`src/rtl/fetch_pkg.sv`:
```
// rtl/fetch_pkg.sv - shared state/select enums and default widths for the fetch unit
package fetch_pkg;

    localparam int FETCH_A     = 12;
    localparam int FETCH_W     = 10;
    localparam int FETCH_OFF_W = 6;

    typedef enum logic [1:0] {
        S_IDLE   = 2'd0,
        S_ARMED  = 2'd1,
        S_RUN    = 2'd2,
        S_HALTED = 2'd3
    } fetch_state_t;

    typedef enum logic [2:0] {
        NPC_HOLD = 3'd0,
        NPC_INC  = 3'd1,
        NPC_ABS  = 3'd2,
        NPC_REL  = 3'd3,
        NPC_ZERO = 3'd4
    } npc_sel_t;

endpackage

```
`src/rtl/fetch_if.sv`:
```
// rtl/fetch_if.sv - host/decode/ROM side signals of the fetch unit
interface fetch_if
    import fetch_pkg::*;
#(
    parameter int A     = FETCH_A,
    parameter int W     = FETCH_W,
    parameter int OFF_W = FETCH_OFF_W
);
    logic             start;
    logic             halt;
    logic             stall;
    logic             branch_abs;
    logic             branch_rel;
    logic [A-1:0]     target;
    logic [OFF_W-1:0] offset;
    logic [W-1:0]     inst_in;
    logic [A-1:0]     inst_address;
    logic [W-1:0]     inst_out;
    logic [A-1:0]     inst_pc;
    logic             inst_valid;
    logic             ack;
    logic [31:0]      cycle_count;

    modport master (
        output start, halt, stall, branch_abs, branch_rel, target, offset, inst_in,
        input  inst_address, inst_out, inst_pc, inst_valid, ack, cycle_count
    );

    modport slave (
        input  start, halt, stall, branch_abs, branch_rel, target, offset, inst_in,
        output inst_address, inst_out, inst_pc, inst_valid, ack, cycle_count
    );
endinterface

```
`src/rtl/fetch_next_pc.sv`:
```
// rtl/fetch_next_pc.sv - combinational next-PC mux (hold/increment/absolute/relative/zero)
module fetch_next_pc
    import fetch_pkg::*;
#(
    parameter int A     = FETCH_A,
    parameter int OFF_W = FETCH_OFF_W
) (
    input  npc_sel_t         sel,
    input  logic [A-1:0]     pc,
    input  logic [A-1:0]     inst_pc,
    input  logic [A-1:0]     target,
    input  logic [OFF_W-1:0] offset,
    output logic [A-1:0]     next_pc
);
    logic [A-1:0] rel_off;

    // relative targets are taken from the address of the branch itself, not the PC
    assign rel_off = {{(A-OFF_W){offset[OFF_W-1]}}, offset};

    always_comb begin
        case (sel)
            NPC_INC:  next_pc = pc + A'(1);
            NPC_ABS:  next_pc = target;
            NPC_REL:  next_pc = inst_pc + rel_off;
            NPC_ZERO: next_pc = '0;
            default:  next_pc = pc;
        endcase
    end
endmodule

```
`src/rtl/fetch_unit.sv`:
```
// rtl/fetch_unit.sv - instruction fetch FSM with branch/halt/stall; FETCH_CYCLE_COUNT_EN adds a RUN-cycle counter
module fetch_unit
    import fetch_pkg::*;
#(
    parameter int A     = FETCH_A,
    parameter int W     = FETCH_W,
    parameter int OFF_W = FETCH_OFF_W
) (
    input  logic   clk,
    input  logic   rst,
    fetch_if.slave bus
);
    fetch_state_t state;
    npc_sel_t     sel;
    logic [A-1:0] pc;
    logic [A-1:0] next_pc;
    logic [W-1:0] inst_out;
    logic [A-1:0] inst_pc;
    logic         inst_valid;
    logic         take_halt;
    logic         take_branch;

    // decode feedback only means something while a live instruction sits in the fetch register
    assign take_halt   = inst_valid & bus.halt;
    assign take_branch = inst_valid & (bus.branch_abs | bus.branch_rel);

    always_comb begin
        sel = NPC_HOLD;
        case (state)
            S_IDLE:   if (bus.start) sel = NPC_ZERO;
            S_ARMED:  sel = NPC_ZERO;
            S_RUN: begin
                if (take_halt)           sel = NPC_HOLD;
                else if (take_branch)    sel = bus.branch_abs ? NPC_ABS : NPC_REL;
                else if (bus.stall)      sel = NPC_HOLD;
                else                     sel = NPC_INC;
            end
            S_HALTED: if (bus.start) sel = NPC_ZERO;
            default:  sel = NPC_HOLD;
        endcase
    end

    fetch_next_pc #(.A(A), .OFF_W(OFF_W)) u_next_pc (
        .sel     (sel),
        .pc      (pc),
        .inst_pc (inst_pc),
        .target  (bus.target),
        .offset  (bus.offset),
        .next_pc (next_pc)
    );

    always_ff @(posedge clk or posedge rst) begin
        if (rst) begin
            state      <= S_IDLE;
            pc         <= '0;
            inst_out   <= '0;
            inst_pc    <= '0;
            inst_valid <= 1'b0;
        end else begin
            pc <= next_pc;
            case (state)
                S_IDLE:   if (bus.start) state <= S_ARMED;
                S_ARMED:  if (!bus.start) state <= S_RUN;
                S_RUN: begin
                    if (take_halt) begin
                        state      <= S_HALTED;
                        inst_valid <= 1'b0;
                    end else if (take_branch) begin
                        inst_valid <= 1'b0;
                    end else if (!bus.stall) begin
                        inst_out   <= bus.inst_in;
                        inst_pc    <= pc;
                        inst_valid <= 1'b1;
                    end
                end
                S_HALTED: if (bus.start) state <= S_ARMED;
                default:  state <= S_IDLE;
            endcase
        end
    end

`ifdef FETCH_CYCLE_COUNT_EN
    logic [31:0] cycle_count;
    logic        enter_armed;

    assign enter_armed = ((state == S_IDLE) || (state == S_HALTED)) && bus.start;

    always_ff @(posedge clk or posedge rst) begin
        if (rst)                 cycle_count <= '0;
        else if (state == S_RUN) cycle_count <= cycle_count + 32'd1;
        else if (enter_armed)    cycle_count <= '0;
    end

    assign bus.cycle_count = cycle_count;
`else
    assign bus.cycle_count = '0;
`endif

    assign bus.inst_address = pc;
    assign bus.inst_out     = inst_out;
    assign bus.inst_pc      = inst_pc;
    assign bus.inst_valid   = inst_valid;
    assign bus.ack          = (state == S_HALTED);
endmodule
```
`src/flat_wrapper.sv`:
```
// flat-port wrapper written by rule: the top's interface ports become plain ports
module fetch_unit_flat import fetch_pkg::*;
#(
    parameter int A     = FETCH_A,
    parameter int W     = FETCH_W,
    parameter int OFF_W = FETCH_OFF_W
)
  (clk, rst, bus_start, bus_halt, bus_stall, bus_branch_abs, bus_branch_rel, bus_target, bus_offset, bus_inst_in, bus_inst_address, bus_inst_out, bus_inst_pc, bus_inst_valid, bus_ack, bus_cycle_count);
  fetch_if #(.A(A), .W(W), .OFF_W(OFF_W)) bus_i ();
  input  logic clk;
  input  logic rst;
  input wire logic [$bits(bus_i.start)-1:0] bus_start;
  input wire logic [$bits(bus_i.halt)-1:0] bus_halt;
  input wire logic [$bits(bus_i.stall)-1:0] bus_stall;
  input wire logic [$bits(bus_i.branch_abs)-1:0] bus_branch_abs;
  input wire logic [$bits(bus_i.branch_rel)-1:0] bus_branch_rel;
  input wire logic [$bits(bus_i.target)-1:0] bus_target;
  input wire logic [$bits(bus_i.offset)-1:0] bus_offset;
  input wire logic [$bits(bus_i.inst_in)-1:0] bus_inst_in;
  output wire logic [$bits(bus_i.inst_address)-1:0] bus_inst_address;
  output wire logic [$bits(bus_i.inst_out)-1:0] bus_inst_out;
  output wire logic [$bits(bus_i.inst_pc)-1:0] bus_inst_pc;
  output wire logic [$bits(bus_i.inst_valid)-1:0] bus_inst_valid;
  output wire logic [$bits(bus_i.ack)-1:0] bus_ack;
  output wire logic [$bits(bus_i.cycle_count)-1:0] bus_cycle_count;
  assign bus_i.start = bus_start;
  assign bus_i.halt = bus_halt;
  assign bus_i.stall = bus_stall;
  assign bus_i.branch_abs = bus_branch_abs;
  assign bus_i.branch_rel = bus_branch_rel;
  assign bus_i.target = bus_target;
  assign bus_i.offset = bus_offset;
  assign bus_i.inst_in = bus_inst_in;
  assign bus_inst_address = bus_i.inst_address;
  assign bus_inst_out = bus_i.inst_out;
  assign bus_inst_pc = bus_i.inst_pc;
  assign bus_inst_valid = bus_i.inst_valid;
  assign bus_ack = bus_i.ack;
  assign bus_cycle_count = bus_i.cycle_count;
  fetch_unit #(.A(A), .W(W), .OFF_W(OFF_W)) u_core (.clk(clk), .rst(rst), .bus(bus_i));
endmodule
```
`config.mk`:
```
export PLATFORM = sky130hd
export DESIGN_NAME = fetch_unit_flat
export DESIGN_NICKNAME = d
export VERILOG_FILES = /design/src/rtl/fetch_pkg.sv /design/src/rtl/fetch_if.sv /design/src/rtl/fetch_next_pc.sv /design/src/rtl/fetch_unit.sv /design/src/flat_wrapper.sv
export SDC_FILE = /design/constraint.sdc
export NUM_CORES = 1
export LEC_CHECK = 0
export BUFFER_PORTS_ARGS = -buffer_cell sky130_fd_sc_hd__buf_2
export CAP_MARGIN = 10
export CORE_ASPECT_RATIO = 1.2
export CORE_MARGIN = 2
export CORE_UTILIZATION = 25
export CTS_CLUSTER_SIZE = 25
export DETAILED_ROUTE_END_ITERATION = 12
export GPL_TIMING_DRIVEN = 0
export HOLD_SLACK_MARGIN = 0.15
export SYNTH_ARGS = -nofsm -noshare
export SYNTH_HDL_FRONTEND = slang
export SYNTH_SLANG_ARGS = --single-unit
```
`constraint.sdc`:
```
create_clock -name clk -period 2.4 [get_ports clk]
set_input_delay 0.36 -clock clk [delete_from_list [all_inputs] [get_ports clk]]
set_output_delay 0.36 -clock clk [all_outputs]
set_load 0.1 [all_outputs]
```
==> results of run 1 <==
==> per-layer routing <==
layer / up-vias / part of all wire, % / wire length, µm / global-route usage [%]
met4: 0 / 1.6 / 116 / 3.68
met3: 8 / 6.2 / 462 / 2.60
met1: 1157 / 40 / 3010 / 15.1
met5: - / 0 / 0 / 0
li1: 1190 / - / - / -
met2: 94 / 52 / 3860 / 22.6
==> worst max-delay path by stage <==
stage	startpoint	endpoint	slack [ns]	depth (start not counted)
5_1_grt	u_core.bus.inst_pc[1]	u_core.bus.inst_address[9]	-0.01	7
3_3_place_gp	u_core.state[0]	u_core.bus.inst_address[11]	-0.19	7
6_report	u_core.bus.inst_pc[1]	u_core.bus.inst_address[11]	0.12	7
2_1_floorplan	u_core.bus.inst_pc[4]	u_core.bus.inst_address[9]	0.003	6
4_1_cts	u_core.state[0]	u_core.bus.inst_pc[0]	-0.0005	8
3_5_place_dp	u_core.state[0]	u_core.bus.inst_address[11]	-0.30	7
==> layout by cell type, fill, tap and decap left out, drive strengths merged, types with 2 or more instances in the layout <==
master   netlist  routed
o221ai         2       2
nand4          2       2
mux2i          4       4
nor3           5       5
nor2b          2       2
a21oi         27      27
or3            3       3
and3           3       3
o21ai         14      14
nand2b         2       2
xnor2          8       8
a221oi         4       4
a21o           8       8
nand2         25      25
clkbuf         2      11
buf           36     111
xor2           4       4
mux2          23      23
nor2          11      11
a211oi         7       7
o2bb2ai        2       2
conb           1      32
dfrtp         37      37
o22ai          2       2
nand3          3       3
ha            15      15
a311oi         3       3
o21a           2       2
inv            5       5
a31oi          4       4
==> kinds of logic after synthesis <==
kind of cell               share of synthesized area (%)
muxes                                               11.0
adders and majority gates                           7.65
xor gates and xnor gates                            3.87
buffers and inverters                               10.8
and+or+nand+nor                                     11.2
other                                              0.138
DFF                                                 34.1
AOI/OAI and AO/OA                                   21.3
==> layout make-up <==
type	instances	area [µm²]
flip-flops and latches	37	933
well taps	129	161
clock buffers	8	146
plain buffers	38	279
multi-input cells	229	1660
repair buffers	76	395
fillers	1130	6980
inverters	5	18.8
==> power by group through the flow <==
stage          Clock [mW]  Combinational [mW]  Sequential [mW]
2_1_floorplan           0               0.994             1.82
3_3_place_gp            0                2.26            0.887
3_5_place_dp            0                2.28            0.897
4_1_cts             0.692                2.32            0.885
5_1_grt             0.724                2.48            0.907
6_report            0.665                2.36            0.881
==> registers in the layout (all words and copies together) (netlist names) <==
register                 flops
u_core.bus.inst_address     12
u_core.bus.inst_out         10
u_core.bus.inst_pc          12
u_core.bus.inst_valid        1
u_core.state                 2
==> critical path: stages, from the launching register on <==
cell,delay (ns)
dfrtp_2,0.43
ha_1,0.29
a21o_1,0.15
a21oi_1,0.28
o21ai_1,0.22
a41oi_1,0.37
mux2i_1,0.16
a221oi_2,0.28
==> stage by stage <==
stage	setup TNS, ns	hold slack, ns	cell area, µm²	util [%]
after global placement	-0.294	0.486	3350	31.7
after floorplan	0	0.445	2840	-
after global routing	-0.0132	0.315	3590	34.0
after detailed placement	-0.719	0.490	3350	31.7
final	0	0.248	3590	34.0
after CTS	-0.000522	0.292	3510	33.2
==> repair_timing <==
action	in CTS	in global routing
pin swaps	2	2
gates resized for setup	3	12
hold endpoints to repair	0	0
hold buffers	0	0
buffers inserted	0	6
setup endpoints to repair	11	27
==> impl_metrics.env, run 1 <==
export IMPL_dp_hpwl_mm=5.65
export IMPL_drive_gt1_share_pct=41.7
export IMPL_r2r_end="u_core.bus.inst_address[11]"
export IMPL_avgSynthCellArea_um2=9.76
export IMPL_coreArea_um2=10600
export IMPL_first_global_vias=2342
export IMPL_drc_errors=0
export IMPL_pre_cts_ws_ns=-0.301
export IMPL_reg2reg_depth=7
export IMPL_worst_setup_path_start_kind="flip-flop"
export IMPL_min_period_over_period_pct=95.1
export IMPL_skew_ns=0.00798
export IMPL_dp_cells=508
export IMPL_cts_buffers=5
export IMPL_yosys_most_used_dff="dfrtp_1"
export IMPL_cp_end_kind="flip-flop"
export IMPL_portBuffers=70
export IMPL_grt_pass1_wl_mm=11.8
export IMPL_grt_usage_pct=12.7
export IMPL_pwr_density_cell_nw_per_um2=1090
export IMPL_clock_power_share_pct=17.0
export IMPL_clockRootBuffer="clkbuf_16"
export IMPL_syn_inst=278
export IMPL_ys_seq_area_share_pct=34.1
export IMPL_cts_htree_levels=2
export IMPL_vias=2449
export IMPL_power_mw=3.90
export IMPL_critPathArrivalTime_ns=2.47
export IMPL_final_cells=522
export IMPL_cp_max_fo=4
export IMPL_max_freq_mhz=438
export IMPL_synth_top_cell_area_share_pct=34.1
export IMPL_grt_max_degree=38
export IMPL_rows=41
export IMPL_min_period_ns=2.28
export IMPL_synth_cell_types=51
export IMPL_synth_warnings=0
export IMPL_cts_sinks=37
export IMPL_io_pins=103
export IMPL_cp_required_ns=2.58
export IMPL_clkLatencyLatePin_ns=0.28
export IMPL_vdd_drop_max_mv=0.407
export IMPL_clockBufferDepth=2
export IMPL_final_antenna_net_count=0
export IMPL_synth_edf_count=0
export IMPL_antenna_found_initial=0
export IMPL_hp_class="primary input to asynchronous set/reset pin"
export IMPL_status="finished clean"
export IMPL_p_leak_nw=1.82
export IMPL_antennaDiodeCount=0
export IMPL_gp_congestion=0.789
export IMPL_setup_violations=0
export IMPL_hold_viol=0
export IMPL_initial_core_util_pct=25.7
export IMPL_tightest_slew_ns=0.840
export IMPL_synth_area_leader_cell="dfrtp_1"
export IMPL_cap_violations=0
export IMPL_p_seq_share_pct=22.6
export IMPL_synthTopCellsByArea="dfrtp_1, mux2_2, buf_4"
export IMPL_cts_tree="done"
export IMPL_via_per_inst=4.69
export IMPL_die_area_um2=11700
export IMPL_crit_type="flip-flop to flip-flop"
export IMPL_die_h_um=118
export IMPL_wl_mm=7.45
export IMPL_setup_ws_ns=0.117
export IMPL_synth_commonest_cells="dfrtp_1, buf_4, a21oi_1"
export IMPL_wl_per_cell_um=14.3
export IMPL_first_pass_iters=4
export IMPL_async_flop_share_pct=100
export IMPL_synth_area_um2=2710
export IMPL_ff2ff_setup_slack_ns=0.12
export IMPL_drt_iter0_drc=95
export IMPL_syn_to_final_growth_pct=32.3
export IMPL_fin_nets=443
export IMPL_power_switching_mw=2.18
export IMPL_yosysMostFrequentCell="dfrtp_1"
export IMPL_reg2reg_from="u_core.bus.inst_pc[1]"
export IMPL_synth_seq_cells=37
export IMPL_p_int_mw=1.72
export IMPL_max_slew_margin_rel_pct=43.9
export IMPL_slew_viol_final=0
export IMPL_fp_dieW_um=99.1
export IMPL_sw_frac_of_total_pct=55.9
export IMPL_gr_total_overflow=0
export IMPL_path_clk_slew_ns=0.06
export IMPL_p_comb_share_pct=60.4
Note: power is estimated with default switching activity, not from simulation.
==> run 2, diff against run 1 <==
--- a/config.mk
+++ b/config.mk
@@ -9,11 +9,12 @@
 export CAP_MARGIN = 10
 export CORE_ASPECT_RATIO = 1.2
 export CORE_MARGIN = 2
-export CORE_UTILIZATION = 25
+export CORE_UTILIZATION = 50
 export CTS_CLUSTER_SIZE = 25
 export DETAILED_ROUTE_END_ITERATION = 12
 export GPL_TIMING_DRIVEN = 0
 export HOLD_SLACK_MARGIN = 0.15
+export PLACE_DENSITY = 0.81
 export SYNTH_ARGS = -nofsm -noshare
 export SYNTH_HDL_FRONTEND = slang
 export SYNTH_SLANG_ARGS = --single-unit
==> run 2 against run 1 <==
Against the previous run: critical path depth is the same; first-iteration DRC count shrank 18%; worst hold slack lost 0.053 ns; via count shrank 0.16%; critical path type unchanged; critical endpoint unchanged; highest routed layer unchanged.
==> impl_metrics.env, run 2 (synthesis gave the netlist of run 1 again) <==
export IMPL_grt_max_degree=38
export IMPL_via_per_inst=5.40
export IMPL_cp_depth=7
export IMPL_path_buf_inv=1
export IMPL_portBuffers=70
export IMPL_wl_per_cell_um=14.6
export IMPL_coreArea_um2=5260
export IMPL_path_clk_slew_ns=0.08
export IMPL_slew_viol_final=0
export IMPL_tightest_slew_ns=0.790
export IMPL_cts_hold_buf=0
export IMPL_cp_end_kind="flip-flop"
export IMPL_drc_errors=0
export IMPL_drive_gt1_share_pct=42.2
export IMPL_max_slew_margin_rel_pct=47.2
export IMPL_clockBufferDepth=2
export IMPL_crit_type="flip-flop to flip-flop"
export IMPL_reg2reg_depth=7
export IMPL_status="finished clean"
export IMPL_final_cells=453
export IMPL_hold_worst_slack_ns=0.195
export IMPL_clockRootBuffer="clkbuf_8"
export IMPL_gr_usage_met3_pct=5.40
export IMPL_skew_ns=0.00978
export IMPL_antennaDiodeCount=0
export IMPL_reg2reg_from="u_core.state[0]"
export IMPL_dp_hpwl_mm=4.98
export IMPL_syn_to_final_growth_pct=26.5
export IMPL_ff2ff_setup_slack_ns=0.12
export IMPL_hp_class="primary input to asynchronous set/reset pin"
export IMPL_clkLatencyLatePin_ns=0.30
export IMPL_antenna_found_initial=0
export IMPL_use_met2_pct=39.7
export IMPL_r2r_end="u_core.bus.inst_address[11]"
export IMPL_p_leak_nw=1.78
export IMPL_gp_congestion=0.900
export IMPL_grt_usage_pct=22.5
export IMPL_cts_tree="done"
export IMPL_pre_cts_ws_ns=-0.257
export IMPL_placed_cell_area_um2=3270
export IMPL_grtUsageMet1_pct=25.7
export IMPL_grt_pass1_wl_mm=10.8
export IMPL_first_global_vias=2388
export IMPL_fin_nets=441
export IMPL_cp_cell_sequence="inv_1 > ha_1 > mux2i_4 > nand2_1 > nor4_1 > mux2i_1 > a221oi_2"
export IMPL_critPathTopFamily="simple AND/OR/NAND/NOR gates"
export IMPL_max_freq_mhz=439
export IMPL_cp_max_fo=5
export IMPL_final_antenna_net_count=0
export IMPL_cp_slowest_cell="ha_1"
export IMPL_fp_dieW_um=71.3
export IMPL_vdd_drop_max_mv=0.566
export IMPL_final_cell_mix="buf_2, buf_4, conb_1"
export IMPL_cts_sinks=37
export IMPL_cts_htree_levels=2
export IMPL_cap_violations=0
export IMPL_rows=29
export IMPL_wl_mm=6.62
export IMPL_worst_setup_path_start_kind="flip-flop"
export IMPL_initial_core_util_pct=51.6
export IMPL_min_period_ns=2.28
export IMPL_power_mw=3.66
export IMPL_slowest_delay_ns=0.42
export IMPL_grt_busiest_layer="met2"
export IMPL_rsz0062_at_grt="false"
export IMPL_io_pins=103
export IMPL_setup_violations=0
export IMPL_critPathArrivalTime_ns=2.49
export IMPL_die_h_um=84.7
export IMPL_stdcell_area_um2=3430
export IMPL_hold_viol=0
export IMPL_cp_required_ns=2.61
export IMPL_first_pass_iters=4
export IMPL_dp_cells=441
export IMPL_cts_buffers=5
export IMPL_layout_commonest_cell="buf_2"
export IMPL_gr_total_overflow=0
export IMPL_die_area_um2=6040
export IMPL_min_period_over_period_pct=95.0
export IMPL_pwr_density_cell_nw_per_um2=1070
export IMPL_drt_iter0_drc=78
export IMPL_vias=2445
export IMPL_setup_ws_ns=0.121
[run 2: changes by cell type in the layout (fill, tap and decap cells not counted), sizes merged]
cell      delta
clkbuf       -4
clkinv       +2
clkinvlp     +1
buf          -1
[run 2: how the worst max path moves through the flow]
stage                               start                           to  slack (ns)
global placement          u_core.state[0]  u_core.bus.inst_address[11]       -0.18
global route              u_core.state[0]  u_core.bus.inst_address[11]       0.009
detailed placement        u_core.state[0]  u_core.bus.inst_address[11]       -0.26
finish                    u_core.state[0]  u_core.bus.inst_address[11]        0.12
CTS                       u_core.state[1]  u_core.bus.inst_address[11]        0.01
floorplan           u_core.bus.inst_pc[4]   u_core.bus.inst_address[9]       0.003
[run 2: where the power goes]
group	switching (mW)	total [mW]	internal, mW
Combinational	1.81	2.34	0.531
Clock	0.246	0.446	0.201
Sequential	0.106	0.876	0.770
Total	2.16	3.66	1.50
[run 2: worst reg2reg max path, stage by stage, from the launching register on]
cell and delay (ns):
dfrtp_1 0.40, inv_1 0.09, ha_1 0.42, mux2i_4 0.31, nand2_1 0.19, nor4_1 0.33
mux2i_1 0.17, a221oi_2 0.30
[run 2: per-stage QoR]
stage | util (%) | setup TNS [ns]
2_1_floorplan | - | 0
3_3_place_gp | 62.1 | -0.224
3_5_place_dp | 62.1 | -0.463
4_1_cts | 64.1 | 0
5_1_grt | 65.3 | 0
6_report | 65.3 | 0
[run 2: area by class of cell]
cell class | instances | area [µm²]
Clock inverter | 3 | 17.5
Multi-Input combinational cell | 229 | 1660
Timing Repair Buffer | 74 | 380
Clock buffer | 5 | 68.8
Inverter | 5 | 18.8
Sequential cell | 37 | 933
Fill cell | 445 | 1830
Buffer | 38 | 277
Tap cell | 62 | 77.6
[run 2: routing by layer]
metal	part of all wire, %	vias up
met5	0	-
li1	-	1186
met3	7.3	15
met4	2.3	0
met1	39	1151
met2	52	93
[run 2: what timing repair did]
item                                    in CTS  in global routing
buffers inserted                             1                  3
pin swaps                                    2                  1
gates resized for setup                      3                 11
gates cloned                                 0                  0
endpoints found under the setup margin       9                 26
